--- src/rtl/lc3_pkg.sv ---
// Shared LC-3 register-file constants and writeback requester encoding.
package lc3_pkg;

    localparam int REG_W     = 16;
    localparam int REGADDR_W = 3;
    localparam int NUM_REGS  = 8;

    // Requester identities, used as the round-robin LAST_GRANT value.
    localparam logic GNT_ALU = 1'b0;
    localparam logic GNT_MEM = 1'b1;

    // Single-bit decode of a register address into a scoreboard mask.
    function automatic logic [NUM_REGS-1:0] regMask(input logic [REGADDR_W-1:0] addr);
        logic [NUM_REGS-1:0] mask;
        mask       = '0;
        mask[addr] = 1'b1;
        return mask;
    endfunction

endpackage

--- src/rtl/rr_arb2.sv ---
// Two-requester round-robin arbiter (ALU vs MEM) for the register-file
// write port. Grants are combinational; only the last winner is stored.
module rr_arb2
    import lc3_pkg::*;
(
    input  logic i_clk,
    input  logic i_rst,
    input  logic i_eligAlu,
    input  logic i_eligMem,
    output logic o_gntAlu,
    output logic o_gntMem
);

    logic r_lastGrant;
    logic w_gntAlu;
    logic w_gntMem;

    // On a tie the requester that did not win last time gets the port.
    always_comb begin
        w_gntAlu = i_eligAlu & (!i_eligMem | (r_lastGrant == GNT_MEM));
        w_gntMem = i_eligMem & (!i_eligAlu | (r_lastGrant == GNT_ALU));
    end

    // Remember the most recent winner so the next tie flips to the other side.
    always_ff @(posedge i_clk) begin
        if (i_rst) begin
            r_lastGrant <= GNT_ALU;
        end else if (w_gntMem) begin
            r_lastGrant <= GNT_MEM;
        end else if (w_gntAlu) begin
            r_lastGrant <= GNT_ALU;
        end
    end

    assign o_gntAlu = w_gntAlu;
    assign o_gntMem = w_gntMem;

endmodule

--- src/rtl/regfile_wb_ctrl.sv ---
// Writeback controller for the LC-3 8x16 register file: arbitrates the single
// write port between ALU and load data, tracks loads in flight, and raises
// decode/issue stalls on RAW and WAW hazards against outstanding loads.
module regfile_wb_ctrl
    import lc3_pkg::*;
#(
    parameter int MAX_LOADS = 2
) (
    input  logic                 CLK,
    input  logic                 RST,
    input  logic                 ALU_VALID,
    input  logic [REGADDR_W-1:0] ALU_DR,
    input  logic [REG_W-1:0]     ALU_DATA,
    output logic                 ALU_READY,
    input  logic                 MEM_VALID,
    input  logic [REGADDR_W-1:0] MEM_DR,
    input  logic [REG_W-1:0]     MEM_DATA,
    output logic                 MEM_READY,
    input  logic                 ISSUE_VALID,
    input  logic [REGADDR_W-1:0] ISSUE_DR,
    output logic                 ISSUE_READY,
    input  logic                 RS1_USE,
    input  logic                 RS2_USE,
    input  logic [REGADDR_W-1:0] RS1,
    input  logic [REGADDR_W-1:0] RS2,
    output logic                 RD_STALL,
    output logic                 RF_RD_LE,
    output logic [REGADDR_W-1:0] RF_RD,
    output logic [REG_W-1:0]     RF_DATA_IN,
    output logic [REGADDR_W-1:0] RF_RS1,
    output logic [REGADDR_W-1:0] RF_RS2,
    output logic [NUM_REGS-1:0]  PENDING,
    output logic                 ERR
);

    localparam int CNT_W = $clog2(MAX_LOADS + 1);
    localparam logic [CNT_W-1:0] CNT_MAX = CNT_W'(MAX_LOADS);

    logic [NUM_REGS-1:0] r_pending;
    logic [CNT_W-1:0]    r_loadCount;
    logic                r_err;

    logic w_eligAlu;
    logic w_eligMem;
    logic w_gntAlu;
    logic w_gntMem;
    logic w_memClearsIssue;
    logic w_issueReady;
    logic w_issueAcc;
    logic w_memRetire;
    logic w_stall1;
    logic w_stall2;

    // An ALU result waits while a load to the same register is still in
    // flight, otherwise the older load would later overwrite it. Nothing is
    // eligible during reset so no write reaches the register file then.
    always_comb begin
        w_eligAlu = ALU_VALID & !r_pending[ALU_DR] & !RST;
        w_eligMem = MEM_VALID & !RST;
    end

    rr_arb2 u_arb (
        .i_clk     (CLK),
        .i_rst     (RST),
        .i_eligAlu (w_eligAlu),
        .i_eligMem (w_eligMem),
        .o_gntAlu  (w_gntAlu),
        .o_gntMem  (w_gntMem)
    );

    // Route the winner onto the register-file write port; idle port drives zeros.
    always_comb begin
        RF_RD_LE   = 1'b0;
        RF_RD      = '0;
        RF_DATA_IN = '0;
        if (w_gntMem) begin
            RF_RD_LE   = 1'b1;
            RF_RD      = MEM_DR;
            RF_DATA_IN = MEM_DATA;
        end else if (w_gntAlu) begin
            RF_RD_LE   = 1'b1;
            RF_RD      = ALU_DR;
            RF_DATA_IN = ALU_DATA;
        end
    end

    // Issue and decode hazard logic; a load retiring this cycle frees its
    // register and its counter slot immediately, so neither needs to stall.
    always_comb begin
        w_memClearsIssue = w_gntMem & (MEM_DR == ISSUE_DR);
        w_issueReady     = ((r_loadCount < CNT_MAX) | w_gntMem) &
                           (!r_pending[ISSUE_DR] | w_memClearsIssue);
        w_issueAcc       = ISSUE_VALID & w_issueReady;
        w_memRetire      = w_gntMem & r_pending[MEM_DR];
        w_stall1         = RS1_USE & r_pending[RS1] & !(w_gntMem & (MEM_DR == RS1));
        w_stall2         = RS2_USE & r_pending[RS2] & !(w_gntMem & (MEM_DR == RS2));
    end

    // Scoreboard update: retiring load clears first, a new issue then sets,
    // so an issue to the register being retired leaves its bit pending.
    always_ff @(posedge CLK) begin
        if (RST) begin
            r_pending <= '0;
        end else begin
            r_pending <= (r_pending & ~(w_gntMem ? regMask(MEM_DR) : '0))
                       | (w_issueAcc ? regMask(ISSUE_DR) : '0);
        end
    end

    // Outstanding-load counter. A load write to a non-pending register does
    // not decrement (no underflow); the increment saturates because an issue
    // riding on such a bogus retire could otherwise exceed the limit.
    always_ff @(posedge CLK) begin
        if (RST) begin
            r_loadCount <= '0;
        end else begin
            case ({w_issueAcc, w_memRetire})
                2'b10: if (r_loadCount != CNT_MAX) r_loadCount <= r_loadCount + CNT_W'(1);
                2'b01: r_loadCount <= r_loadCount - CNT_W'(1);
                default: r_loadCount <= r_loadCount;
            endcase
        end
    end

    // Sticky flag for load data arriving for a register with no load in flight.
    always_ff @(posedge CLK) begin
        if (RST) begin
            r_err <= 1'b0;
        end else if (w_gntMem & !r_pending[MEM_DR]) begin
            r_err <= 1'b1;
        end
    end

    assign ALU_READY   = w_gntAlu;
    assign MEM_READY   = w_gntMem;
    assign ISSUE_READY = w_issueReady;
    assign RD_STALL    = w_stall1 | w_stall2;
    assign RF_RS1      = RS1;
    assign RF_RS2      = RS2;
    assign PENDING     = r_pending;
    assign ERR         = r_err;

endmodule

--- config.mk ---
export PLATFORM = sky130hd
export DESIGN_NAME = regfile_wb_ctrl
export DESIGN_NICKNAME = d
export VERILOG_FILES = /design/src/rtl/lc3_pkg.sv /design/src/rtl/rr_arb2.sv /design/src/rtl/regfile_wb_ctrl.sv
export SDC_FILE = /design/constraint.sdc
export NUM_CORES = 1
export LEC_CHECK = 0
export BUFFER_PORTS_ARGS = -buffer_cell sky130_fd_sc_hd__buf_2
export CORE_MARGIN = 2
export CORE_UTILIZATION = 40
export CTS_CLUSTER_SIZE = 40
export DETAILED_ROUTE_END_ITERATION = 8
export PLACE_DENSITY = 0.74
export SYNTH_ARGS = -nofsm -noshare
export SYNTH_HDL_FRONTEND = slang
export SYNTH_SLANG_ARGS = --single-unit
--- constraint.sdc ---
create_clock -name CLK -period 3.93 [get_ports CLK]
set_clock_uncertainty 0.15 [all_clocks]
set_input_delay 0.1965 -clock CLK [delete_from_list [all_inputs] [get_ports CLK]]
set_output_delay 0.1965 -clock CLK [all_outputs]
set_load 0.005 [all_outputs]
==> results.sh, run 1 <==
export IMPL_setup_viol=0
export IMPL_syn_area_sq_mm=0.00141
export IMPL_via_count=1641
export IMPL_hp_class="primary input to flip-flop"
export IMPL_period_share_pct=68.7
export IMPL_holdBufCountCts=0
export IMPL_routed_wl_um=4190
export IMPL_numCtsBuffers=3
export IMPL_cts_tree="done"
export IMPL_syn_num_nets=221
export IMPL_grt_max_degree=21
export IMPL_path_class="flip-flop to output pin"
export IMPL_ant_nets=0
export IMPL_drt_iter0_drc=75
export IMPL_cp_required_ns=3.58
export IMPL_fin_crit_ns=2.70
export IMPL_post_cts_setup_buffer_count=0
export IMPL_nets=299
export IMPL_ios=93
export IMPL_root_buffer="clkbuf_4"
export IMPL_grt_pass1_vias=1417
export IMPL_antenna_found_initial=0
export IMPL_drive_above_1_share_pct=47.1
export IMPL_first_pass_iters=5
export IMPL_synthArstFlopShare_pct=0
export IMPL_grt_pass1_wl_um=6800
export IMPL_status="complete, no violations"
export IMPL_netlist_top_cells_area="dfxtp_1, a22o_1, mux4_2, mux2i_1, mux4_1"
export IMPL_max_stage_delay_ns=0.45
export IMPL_setup_tns_ns=0
export IMPL_netlist_area_leader_share_pct=17.0
export IMPL_initial_utilization_pct=42.0
export IMPL_synth_top_flop_cell="dfxtp_1"
export IMPL_slew_viol_final=0
export IMPL_rsz0062_at_grt="no"
export IMPL_clock_sinks=12
export IMPL_synth_edff_count=0
export IMPL_p_per_area_mw_per_mm2=216
export IMPL_die_area_sq_mm=0.00402
export IMPL_design_core_area_sq_mm=0.00336
export IMPL_worstMarginPinSlew_ns=0.588
export IMPL_area_growth_pct=31.1
export IMPL_cp_end_kind="output pin"
export IMPL_n_fill_cell=322
export IMPL_dp_hpwl_um=3290
export IMPL_fmax_ghz=0.370
export IMPL_die_y_um=63.4
export IMPL_cp_start_kind="flip-flop"
export IMPL_vdd_drop_max_v=0.000115
export IMPL_ys_ff_latch=12
export IMPL_synthCells=167
export IMPL_synth_largest_area_cell="dfxtp_1"
export IMPL_synth_area_per_cell_sq_um=8.46
export IMPL_rows=21
export IMPL_fin_util_pct=55.1
export IMPL_power_uw=400
export IMPL_synth_cell_type_count=47
export IMPL_hold_viol=0
export IMPL_worstPathMaxFanout=20
export IMPL_critical_path_cell_chain="mux2i_1 > a22oi_2 > a31oi_2 > nor2_1 > buf_4 > a21oi_1 > or3_1 > buf_2"
export IMPL_relSlewSlack_pct=60.6
export IMPL_cts_resized_gates=0
export IMPL_wire_per_inst_um=14.4
export IMPL_place_gp_congestion=0.931
export IMPL_overflow=0
export IMPL_cp_arrival_ns=2.35
export IMPL_p_leak_uw=0.000884
export IMPL_die_w_um=63.4
export IMPL_drc=0
export IMPL_avgViaCountPerCell=5.66
export IMPL_cts_path_max_buffers=2
export IMPL_io_buffers=92
export IMPL_antenna_cells=0
export IMPL_grt_usage_pct=21.3
export IMPL_ys_warn_count=0
export IMPL_crit_slowest_cell="dfxtp_1"
export IMPL_synth_seq_area_share_pct=17.0
export IMPL_clk_pin_slew_ns=0.08
export IMPL_insertion_delay_ns=0.29
export IMPL_htree_levels=1
export IMPL_maxCapViolations=0
## Yosys cell counts, types with 2 or more instances
cell	n
mux4_2	4
clkbuf_1	8
or3b_2	3
a21oi_1	7
dfxtp_1	12
buf_2	3
nand2b_1	2
nor2b_1	6
or3_1	2
buf_4	6
o21ai_0	3
mux4_1	2
nor3_1	3
a31oi_1	2
mux2i_1	6
mux2_2	2
o211ai_1	2
xnor2_1	6
nand3_1	7
nor2_1	14
a32oi_1	4
buf_6	2
nand2_1	10
a22o_1	18
xor2_1	3
nand4_1	2
a31o_2	2
nand3b_1	6
inv_1	2
## metal layers
| layer | vias up | part of all wire [%] | wire length (um) | GRT usage, % |
|---|---|---|---|---|
| li1 | 799 | - | - | - |
| met5 | - | 0 | 0 | 0 |
| met3 | 11 | 9.9 | 413 | 3.04 |
| met2 | 84 | 48 | 2010 | 35.1 |
| met4 | 0 | 2.5 | 104 | 9.51 |
| met1 | 747 | 40 | 1660 | 27.6 |
## state kept, by name, indices dropped and copies added, names as in the netlist
signal / cells
PENDING: 8
ERR: 1
u_arb.r_lastGrant: 1
r_loadCount: 2
## final timing paths
check	from	end	slack, ns	cells past startpoint
max	PENDING[6]$_SDFF_PP0_	RD_STALL	1.23	8
min	MEM_VALID	u_arb.r_lastGrant$_SDFFE_PP0P_	0.05	3
max reg2reg	PENDING[0]$_SDFF_PP0_	r_loadCount[1]$_SDFFE_PP0P_	1.48	7
min reg2reg	ERR$_SDFFE_PP0P_	ERR$_SDFFE_PP0P_	0.32	2
## through the flow
step | area [sq um] | hold slack [ns] | setup slack [ns] | cells
after global placement | 1820 | 0.299 | 1.45 | 286
after detailed placement | 1820 | 0.310 | 1.39 | 286
after global routing | 1850 | 0.0650 | 1.01 | 290
after floorplan | 1410 | 0.209 | 1.73 | 167
final | 1850 | 0.0501 | 1.23 | 290
after CTS | 1850 | 0.0521 | 1.23 | 290
## logic make-up after synthesis
family	share of synthesized area (%)
XOR/XNOR	5.58
multiplexers	15.9
AND/OR/NAND/NOR	24.4
flip-flops	17.0
AO/OA/AOI/OAI	27.3
buffers and inverters	9.74
## layout make-up
cell class / instances / area (sq um) / area share (%)
well taps: 46 / 57.6 / 3.11
inverters: 2 / 7.51 / 0.405
repair buffers: 94 / 475 / 25.7
flip-flops and latches: 12 / 240 / 13.0
multi-input cells: 132 / 1030 / 55.9
clock buffers: 4 / 36.3 / 1.96
## worst max-delay path: cells and delay by family (launching register included)
| kind | cells | cell delay, ns |
|---|---|---|
| multiplexers | 1 | 0.13 |
| flip-flops | 1 | 0.45 |
| AND/OR/NAND/NOR | 2 | 0.61 |
| AO/OA/AOI/OAI | 3 | 0.43 |
| buffers and inverters | 2 | 0.44 |
## layout by cell type (no fill, tap or decap), types with 4 or more instances in the layout
cell type,n
nor2_1,14
dfxtp_1,12
xnor2_1,6
nor2b_1,6
a22o_1,18
nand3b_1,6
mux4_2,4
nand3_1,7
a32oi_1,4
nand2_1,10
a21oi_1,7
buf_2,92
mux2i_1,6
## power by group
group / switching, uW / internal (uW) / total [uW]
sequential: 11.1 / 130 / 141
combinational: 76.0 / 80.9 / 157
clock: 45.8 / 56.5 / 102
(Power assumes the default switching activity.)
==> inputs of run 2 (changes only) <==
Settings changed: CORE_UTILIZATION 40 to 38, PLACE_DENSITY 0.74 to 0.73.
Clock period 3.93 ns to 2.2 ns, I/O delays scaled along.
==> results.sh, run 2 (synthesis gave the netlist of run 1 again) <==
export IMPL_status="finished, violations left"
export IMPL_failed_checks="setup timing"
export IMPL_overflow=0
export IMPL_clk_pin_slew_ns=0.05
export IMPL_initial_utilization_pct=39.2
export IMPL_vdd_drop_max_v=0.000260
export IMPL_internal_power_uw=589
export IMPL_placed_cells=313
export IMPL_crit_slowest_cell="mux4_2"
export IMPL_final_common_cell="buf_2"
export IMPL_numCtsBuffers=3
export IMPL_clockPowerShare_pct=28.2
export IMPL_routed_wl_um=4960
export IMPL_via_count=1769
export IMPL_p_per_area_mw_per_mm2=376
export IMPL_grt_usage_pct=21.7
export IMPL_avgViaCountPerCell=5.39
export IMPL_cts_tree="done"
export IMPL_cts_path_max_buffers=2
export IMPL_worstMarginPinSlew_ns=0.368
export IMPL_design_core_area_sq_mm=0.00361
export IMPL_drc=0
export IMPL_largest_reg_flops=8
export IMPL_p_leak_uw=0.00110
export IMPL_setup_viol=7
export IMPL_hp_class="primary input to flip-flop"
export IMPL_cp_required_ns=1.94
export IMPL_fmax_ghz=0.425
export IMPL_io_buffers=92
export IMPL_path_class="flip-flop to output pin"
export IMPL_insertion_delay_ns=0.24
export IMPL_die_area_sq_mm=0.00422
export IMPL_drt_iter0_drc=100
export IMPL_relSlewSlack_pct=75.3
export IMPL_rsz0062_at_grt="yes"
export IMPL_fin_crit_ns=2.35
export IMPL_ios=93
export IMPL_antenna_cells=0
export IMPL_dp_hpwl_um=3520
export IMPL_instances_no_fill=328
export IMPL_final_cell_mix="buf_2, buf_4, a22o_1, nor2_1, nand2_1"
export IMPL_seq_power_share_pct=29.2
export IMPL_cp_end_kind="output pin"
export IMPL_worstPathMaxFanout=3
export IMPL_slew_viol_final=0
export IMPL_cp_arrival_ns=2.09
export IMPL_root_buffer="clkbuf_8"
export IMPL_die_y_um=65.0
export IMPL_hold_depth=3
export IMPL_fin_util_pct=63.5
export IMPL_maxCapViolations=0
export IMPL_reg2reg_from="PENDING[0]$_SDFF_PP0_"
export IMPL_hold_viol=0
export IMPL_hold_path_endpoint="u_arb.r_lastGrant$_SDFFE_PP0P_"
export IMPL_critical_path_cell_chain="buf_6 > buf_6 > mux4_2 > mux2_4 > nand2_4 > a21oi_2 > or3_1 > buf_2"
export IMPL_ant_nets=0
export IMPL_period_share_pct=107
export IMPL_r2r_end="PENDING[7]$_SDFF_PP0_"
export IMPL_cp_start_kind="flip-flop"
export IMPL_clock_sinks=12
export IMPL_die_w_um=65.0
export IMPL_grt_pass1_vias=1636
export IMPL_rows=22
export IMPL_fin_ws_ns=-0.151
export IMPL_nets=335
export IMPL_antenna_found_initial=0
export IMPL_place_gp_congestion=0.926
export IMPL_combPwrFrac_pct=42.5
export IMPL_grt_pass1_wl_um=7270
export IMPL_hold_start="MEM_VALID"
export IMPL_area_growth_pct=62.2
export IMPL_drive_above_1_share_pct=60.7
export IMPL_crit_top_cell="buf_6"
export IMPL_rr_worst_depth=8
export IMPL_first_pass_iters=4
export IMPL_sw_frac_of_total_pct=31.7
export IMPL_max_stage_delay_ns=0.43
export IMPL_p_switching_uw=273
export IMPL_grt_max_degree=17
export IMPL_wire_per_inst_um=15.1
export IMPL_htree_levels=1
export IMPL_rrSetupSlack_ns=-0.03
## run 2: worst max path at each step
stage / startpoint / to / slack [ns]
floorplan: PENDING[6]$_SDFF_PP0_ / r_loadCount[1]$_SDFFE_PP0P_ / 0.03
global route: PENDING[0]$_SDFF_PP0_ / RD_STALL / -0.21
global placement: ISSUE_DR[1] / r_loadCount[1]$_SDFFE_PP0P_ / -0.05
detailed placement: ISSUE_DR[1] / r_loadCount[1]$_SDFFE_PP0P_ / -0.16
finish: PENDING[0]$_SDFF_PP0_ / RD_STALL / -0.15
CTS: PENDING[0]$_SDFF_PP0_ / RD_STALL / -0.16
## run 2: cell type report
| cell class | instances | area, sq um |
|---|---|---|
| inverters | 2 | 7.51 |
| fillers | 299 | 1320 |
| well taps | 48 | 60.1 |
| flip-flops and latches | 12 | 255 |
| multi-input cells | 133 | 1150 |
| clock buffers | 4 | 55.1 |
| repair buffers | 129 | 758 |
## run 2: power by group through the flow
stage | Clock [uW] | Sequential (uW) | Combinational (uW)
2_1_floorplan | 0 | 251 | 178
3_3_place_gp | 0 | 254 | 311
3_5_place_dp | 0 | 255 | 315
4_1_cts | 245 | 250 | 338
5_1_grt | 252 | 254 | 398
6_report | 243 | 252 | 367
## run 2: routing by layer
| metal | up-vias | track usage, % | routed length (um) |
|---|---|---|---|
| met1 | 816 | 26.1 | 1990 |
| met2 | 84 | 38.3 | 2520 |
| met3 | 6 | 3.47 | 394 |
| li1 | 863 | - | - |
| met5 | - | 0 | 0 |
| met4 | 0 | 8.78 | 50 |
## run 2: critical path: cells and delay by family (launching register included)
family                 cells  cell delay (ns)
buffers and inverters      3             0.34
AO/OA/AOI/OAI              1             0.04
multiplexers               2             0.72
flip-flops                 1             0.33
AND/OR/NAND/NOR            2             0.41
## run 2: metrics by stage
stage	hold slack [ns]	total power (uW)	TNS (ns)	cell area [sq um]	worst slack [ns]
global route	0.0743	904	-2.00	2290	-0.210
finish	0.0329	862	-0.222	2290	-0.151
CTS	0.0304	833	-0.159	2180	-0.159
global placement	0.237	565	-0.0993	2010	-0.0508
floorplan	0.122	429	0	1410	0.0300
detailed placement	0.241	570	-0.836	2010	-0.160
## run 2: timing repair
item                                    4_1_cts  5_1_grt
hold buffers                                  2        0
gates resized for setup                      20       19
endpoints found under the setup margin       13       29
setup buffers                                 3        4
pin swaps                                     8        7
gates cloned                                  1        1
endpoints found under the hold margin         2        0
